==> src/rtl/seq_match_window_counter.sv <==
// Counts match pulses over fixed windows of WINDOW enabled cycles and hands each
// window's saturated count to a consumer through a valid/ready register; a result
// that arrives while the previous one is still pending is discarded and flagged.
module seq_match_window_counter #(
    parameter int unsigned WINDOW = 8,
    parameter int unsigned CNT_W  = 4
) (
    input  logic             clk,
    input  logic             reset,
    input  logic             en,
    input  logic             match,
    output logic [CNT_W-1:0] count,
    output logic             count_val,
    input  logic             count_rdy,
    output logic             drop
);

    // Index wide enough to hold WINDOW-1 (WINDOW >= 2, so at least one bit).
    localparam int unsigned     CycW    = (WINDOW > 2) ? $clog2(WINDOW) : 1;
    localparam logic [CycW-1:0] CycLast = CycW'(WINDOW - 1);
    localparam logic [CNT_W-1:0] AccMax = '1;

    typedef enum logic [0:0] {
        StIdle,
        StCount
    } state_e;

    state_e           state_q;
    logic [CycW-1:0]  cyc_q;
    logic [CNT_W-1:0] acc_q;
    logic [CNT_W-1:0] count_q;
    logic             count_val_q;
    logic             drop_q;

    logic [CNT_W-1:0] acc_inc;
    logic             last_cyc;
    logic             win_done;
    logic             take;

    // Saturating accumulate, end-of-window detect and result-acceptance decision.
    always_comb begin
        acc_inc  = (acc_q == AccMax) ? acc_q : acc_q + CNT_W'(match);
        last_cyc = (cyc_q == CycLast);
        win_done = (state_q == StCount) && en && last_cyc;
        // The slot is free when empty or being emptied at this same edge.
        take     = win_done && (!count_val_q || count_rdy);
    end

    // Control FSM, window datapath and registered result/handshake outputs.
    always_ff @(posedge clk or negedge reset) begin
        if (!reset) begin
            state_q     <= StIdle;
            cyc_q       <= '0;
            acc_q       <= '0;
            count_q     <= '0;
            count_val_q <= 1'b0;
            drop_q      <= 1'b0;
        end else begin
            case (state_q)
                StIdle: begin
                    // match is ignored here; the first window cycle is the next one.
                    if (en) begin
                        state_q <= StCount;
                        cyc_q   <= '0;
                        acc_q   <= '0;
                    end
                end
                StCount: begin
                    if (!en) begin
                        // Partial window is abandoned; a pending result is untouched.
                        state_q <= StIdle;
                        cyc_q   <= '0;
                        acc_q   <= '0;
                    end else if (last_cyc) begin
                        // Stay in StCount so the next window starts with no gap.
                        cyc_q <= '0;
                        acc_q <= '0;
                    end else begin
                        cyc_q <= cyc_q + CycW'(1);
                        acc_q <= acc_inc;
                    end
                end
                default: begin
                    state_q <= StIdle;
                    cyc_q   <= '0;
                    acc_q   <= '0;
                end
            endcase

            if (win_done) begin
                if (take) begin
                    count_q     <= acc_inc;
                    count_val_q <= 1'b1;
                end else begin
                    drop_q <= 1'b1;
                end
            end else if (count_val_q && count_rdy) begin
                count_val_q <= 1'b0;
            end
        end
    end

    assign count     = count_q;
    assign count_val = count_val_q;
    assign drop      = drop_q;

endmodule
==> config.mk <==
export PLATFORM = sky130hd
export DESIGN_NAME = seq_match_window_counter
export DESIGN_NICKNAME = d
export VERILOG_FILES = /design/src/rtl/seq_match_window_counter.sv
export SDC_FILE = /design/constraint.sdc
export NUM_CORES = 1
export LEC_CHECK = 0
export BUFFER_PORTS_ARGS = -buffer_cell sky130_fd_sc_hd__buf_2
export CELL_PAD_IN_SITES_DETAIL_PLACEMENT = 0
export CELL_PAD_IN_SITES_GLOBAL_PLACEMENT = 1
export CORE_MARGIN = 4
export CORE_UTILIZATION = 41
export CTS_CLUSTER_DIAMETER = 30
export DETAILED_ROUTE_END_ITERATION = 8
export GPL_TIMING_DRIVEN = 0
export HOLD_SLACK_MARGIN = 0.12
export PLACE_DENSITY = 0.81
export SYNTH_ARGS = -nofsm -noshare
export SYNTH_HDL_FRONTEND = slang
export SYNTH_SLANG_ARGS = --single-unit
==> constraint.sdc <==
create_clock -name clk -period 1.6 [get_ports clk]
set_input_delay 0.32 -clock clk [delete_from_list [all_inputs] [get_ports clk]]
set_output_delay 0.32 -clock clk [all_outputs]
set_load 0.01 [all_outputs]
==> out/summary.txt, run 1 <==
Outcome - finished clean
GRT Overall Usage - 10.70%
Crit path DAT - 1.65 ns
Setup Viol. Count Final - 0
Port Buf Inserts - 10
Grt ovf - 0
Hold Vio Cnt, Final - 0
Setup Fix Bufs, Post-CTS - 0
FF-to-FF setup slack - 0.11 ns
NumNets Final - 79
Final Util - 51.00%
Area delta synth->final - 17.85%
Post-Syn Instances - 54
Worst EP required - 1.76 ns
Post-synthesis cell type count - 22
Maximum clock insertion buffer count - 2
Via Count - 464
ANT nets after route - 0
Crit path max fanout - 4
Hold Slack - 0.2173 ns
Final Critical Period - 1.490 ns
First-pass GRT wire length - 1697 um
WL final - 1102 um
Clk Latency, worst-skew pair - 0.27 ns
Resized Gates After CTS - 0
Placed Instances - 80
Register area share after synthesis - 53.74%
Fin area - 768.2 um^2
Largest cells by area after synthesis - dfrtp_1 54%, ha_1 7.7%, nand2b_1 4.8%
Die area - 2292 um^2
Cell Area, Placed - 721.9 um^2
Avg Inst Size Synth - 12.07 um^2
Clk sinks - 14
Measured slew at the worst slew-check pin - 0.3877 ns
Antenna violations before repair - 0
Mapped Nets - 63
Post-synth top area share - 53.74%
Die width - 47.88 um
Synthesized flop and latch total - 14
Kind of critical path - flip-flop to flip-flop
Via density - 5.459
Layout cells sized above 1 - 27.54%
1st-pass router iterations - 6
CTS H-tree lvls - 1
Ports - 11
CP Launch Type - flip-flop
Slew Limit Fails - 0
Clock-pin slew of the registers on the worst-case setup and hold paths - 0.09 ns
Diode count - 0
Row count - 14
Clock Root Buffer - clkbuf_4
Vias in the first global route - 400
Die height - 47.88 um
Final period utilization - 93.14%
Initial Util - 43.27%
Largest net degree at the start of global routing - 15
Power consumption - 0.6614 mW
Worst hold path class - primary input to flip-flop
Max VDD drop - 383.9 uV
Asr flop ratio synth - 100.0%
Core area - 1506 um^2
CP endpoint kind - flip-flop
Dpl hpwl - 795.3 um
PD cells - 860.9 nW/um^2
CTS Buf Count - 3
Drt drc - 0
RSZ-0062 raised after global routing - no
Yosys top cell by area - dfrtp_1
Wire length per cell - 12.96 um
Post-route setup slack - 0.1097 ns
Max-Cap Viols - 0
TNS Setup - 0 ns
Clk_skew - 0.007365 ns
Most used DFF post-synth - dfrtp_1
Leakage - 0.4089 nW
Post-synth EDFFs - 0
Rel. slew slack - 74.06%
Layout Cells excl Fill - 85
Place WS - 0.1310 ns
Peak Freq - 0.6710 GHz
Syn Std Cell Area - 651.9 um^2
Initial DRC count - 7
TritonCTS clock tree - built
Routability cong. - 0.7185
Yosys Warn Count - 0
area by class of cell:
class / count / area, um^2
timing repair buffer: 11 / 60.06
clock buffer: 4 / 36.28
fill: 138 / 738.2
multi-input combinational: 37 / 290.3
tap: 16 / 20.02
sequential: 14 / 350.3
inverter: 3 / 11.26
worst max-delay path, cell delays in order (launching register included):
cell     delay (ns)
dfrtp_1        0.38
ha_1           0.15
ha_1           0.19
nand3_2        0.13
nor2b_4        0.22
mux2_4         0.31
sequential cells by signal (all words and copies together) (netlist names):
signal     flops
acc_q          4
count          4
count_val      1
cyc_q          3
drop           1
state_q        1
cell usage in the layout, fill, tap and decap left out, drive strengths merged:
master        n
a21o          1
a21oi         1
a22o          2
a32o          1
and2          1
buf          10
clkbuf        4
dfrtp        14
dlygate4sd3   1
ha            4
inv           3
mux2          2
mux2i         3
nand2         4
nand2b        5
nand3         3
nand3b        1
nand4         1
nor2          1
nor2b         2
o21ai         3
o21bai        1
o22ai         1
metal layers:
metal	track usage (%)	share of wire, %	wire length [um]	vias to the layer above
li1	-	-	-	222
met1	13.24	47	515	230
met2	17.68	48	527	12
met3	2.256	5.4	60	0
met4	4.839	0	0	0
met5	0	0	0	-
what timing repair did:
item,CTS,global route
endpoints found under the hold margin,14,0
endpoints found under the setup margin,0,0
hold buffers,1,0
cells by family after synthesis:
logic type	share of synthesized area [%]
fa+ha+maj	7.678
compound gates	10.56
flops	53.74
buf+inv	1.727
simple gates	17.08
mux	9.213
worst paths after layout:
check | from | end | depth (start not counted)
max | cyc_q[0]$_DFFE_PN0P_ | count[1]$_DFFE_PN0P_ | 5
min in group asynchronous | reset | drop$_DFFE_PN0P_ | 2
max reg2reg | cyc_q[0]$_DFFE_PN0P_ | count[1]$_DFFE_PN0P_ | 5
min | en | state_q$_DFF_PN0_ | 1
max in group asynchronous | reset | count[0]$_DFFE_PN0P_ | 2
min reg2reg | drop$_DFFE_PN0P_ | drop$_DFFE_PN0P_ | 1
synth_stat cells, drive strengths merged, types with 2 or more instances:
library cell,number
a22o,2
nand3,3
nor2b,2
ha,4
inv,3
dfrtp,14
o21ai,3
nand2b,5
nand2,4
mux2i,3
mux2,2
power by group:
part | internal (mW) | leakage [nW] | switching [mW]
Sequential | 0.362 | 0.181 | 0.00801
Combinational | 0.0182 | 0.207 | 0.0245
Clock | 0.138 | 0.0210 | 0.110
Power figures use the tool's default switching activity.
==> run 2: changes to the inputs <==
- CORE_UTILIZATION: 41 -> 37
- PLACE_DENSITY: 0.81 -> 0.77
- clock period: 1.6 -> 1.3 ns (I/O delays scaled with it)
==> run 2 against run 1 <==
Against the previous run:
- the run now ends with setup timing left
- sequential power grew 23%
- via count rose by 2.6%
- critical path depth stayed put
- clock power fell by 4%
- fmax grew 8.9%
- sequential cell count unchanged
- largest power group unchanged
==> out/summary.txt, run 2 (synthesis results as in run 1) <==
Rel. slew slack - 72.38%
RSZ-0062 raised after global routing - yes
Crit path DAT - 1.53 ns
First-pass GRT wire length - 1980 um
Worst reg2reg path depth - 5
Vias in the first global route - 491
Crit path max fanout - 3
Routability cong. - 0.7067
Final period utilization - 105.3%
Die height - 49.98 um
Setup Viol. Count Final - 5
Diode count - 0
CTS Buf Count - 3
1st-pass router iterations - 4
Power consumption - 0.7682 mW
TritonCTS clock tree - built
Clk_skew - 0.003512 ns
ANT nets after route - 0
PD cells - 895.0 nW/um^2
Leakage - 0.4251 nW
CP endpoint kind - flip-flop
Wire length per cell - 12.46 um
Antenna violations before repair - 0
Core area - 1577 um^2
Worst EP required - 1.46 ns
Row count - 14
Initial DRC count - 2
Port Buf Inserts - 10
Clock-pin slew of the registers on the worst-case setup and hold paths - 0.08 ns
Hold Vio Cnt, Final - 0
Worst hold path class - primary input to flip-flop
Most frequent cells in the layout - 14 x dfrtp_1, 10 x buf_2, 5 x buf_4
Worst Hold Depth - 1
CP Launch Type - flip-flop
Clock Root Buffer - clkbuf_4
Area delta synth->final - 31.67%
Most common cell after layout, fill and taps aside - dfrtp_1
Max VDD drop - 416.3 uV
Max-Cap Viols - 0
Final Util - 54.44%
Die width - 49.98 um
Grt ovf - 0
GRT Overall Usage - 10.63%
Crit path cell chain - ha_2 > ha_4 > nand3_4 > nor2b_4 > mux2_4
Dpl hpwl - 821.6 um
TNS Setup - -0.2078 ns
Clk Latency, worst-skew pair - 0.27 ns
Ports - 11
Via Count - 476
Die area - 2498 um^2
NumNets Final - 85
Measured slew at the worst slew-check pin - 0.4128 ns
Layout cells sized above 1 - 39.19%
Final Critical Period - 1.369 ns
Kind of critical path - flip-flop to flip-flop
WL final - 1121 um
Maximum clock insertion buffer count - 2
Peak Freq - 0.7305 GHz
Slew Limit Fails - 0
Max stage delay cell, worst path - dfrtp_1
Largest net degree at the start of global routing - 15
Initial Util - 41.35%
Post-route setup slack - -0.06885 ns
Drt drc - 0
CP max stage delay - 0.36 ns
Outcome - finished, violations left
CTS H-tree lvls - 1
Via density - 5.289
Clk sinks - 14
Failing checks - setup timing
[run 2: final timing paths]
kind / endpoint / slack [ns] / startpoint
hold / removal: state_q$_DFF_PN0_ / 0.17 / en
setup reg to reg: count[2]$_DFFE_PN0P_ / -0.07 / cyc_q[0]$_DFFE_PN0P_
max in group asynchronous: cyc_q[0]$_DFFE_PN0P_ / 0.65 / reset
hold reg to reg: drop$_DFFE_PN0P_ / 0.48 / drop$_DFFE_PN0P_
setup / recovery: count[2]$_DFFE_PN0P_ / -0.07 / cyc_q[0]$_DFFE_PN0P_
min in group asynchronous: count_val$_DFFE_PN0P_ / 0.41 / reset
[run 2: routing by layer]
| metal | up-vias | share of wire (%) | wire [um] | GRT usage (%) |
|---|---|---|---|---|
| li1 | 233 | - | - | - |
| met1 | 226 | 47 | 525 | 12.90 |
| met2 | 12 | 46 | 515 | 17.18 |
| met3 | 5 | 4.5 | 50 | 1.807 |
| met4 | 0 | 2.6 | 29 | 6.912 |
| met5 | - | 0 | 0 | 0 |
[run 2: where the power goes]
part	internal [mW]	switching [mW]
clock	0.107	0.130
sequential	0.446	0.0103
combinational	0.0384	0.0365
[run 2: timing repair]
action	in CTS	in global routing
endpoints found under the setup margin	5	9
pin swaps	3	2
hold endpoints to repair	14	0
resized for setup	0	3
hold buffers	1	0
setup buffers	4	2
[run 2: final cells by class]
class	count	area [um^2]
fillers	141	718.2
repair buffers	17	108.9
flip-flops and latches	14	350.3
multi-input cells	37	345.3
well taps	16	20.02
clock buffers	3	22.52
inverters	3	11.26
[run 2: metrics by stage]
stage | hold slack (ns) | worst slack (ns) | std cells | area, um^2
after floorplan | -0.03559 | -0.05010 | 54 | 684.4
after global placement | 0.1720 | -0.1172 | 80 | 754.5
after detailed placement | 0.1784 | -0.1199 | 80 | 754.5
after CTS | 0.1574 | -0.06913 | 88 | 817.0
after global routing | 0.1570 | -0.1294 | 90 | 858.3
final | 0.1704 | -0.06885 | 90 | 858.3
[run 2: critical path: cells and delay by family, from the launching register on]
family        cells  cell delay (ns)
mux               1             0.31
fa+ha+maj         2             0.34
flops             1             0.36
simple gates      2             0.25
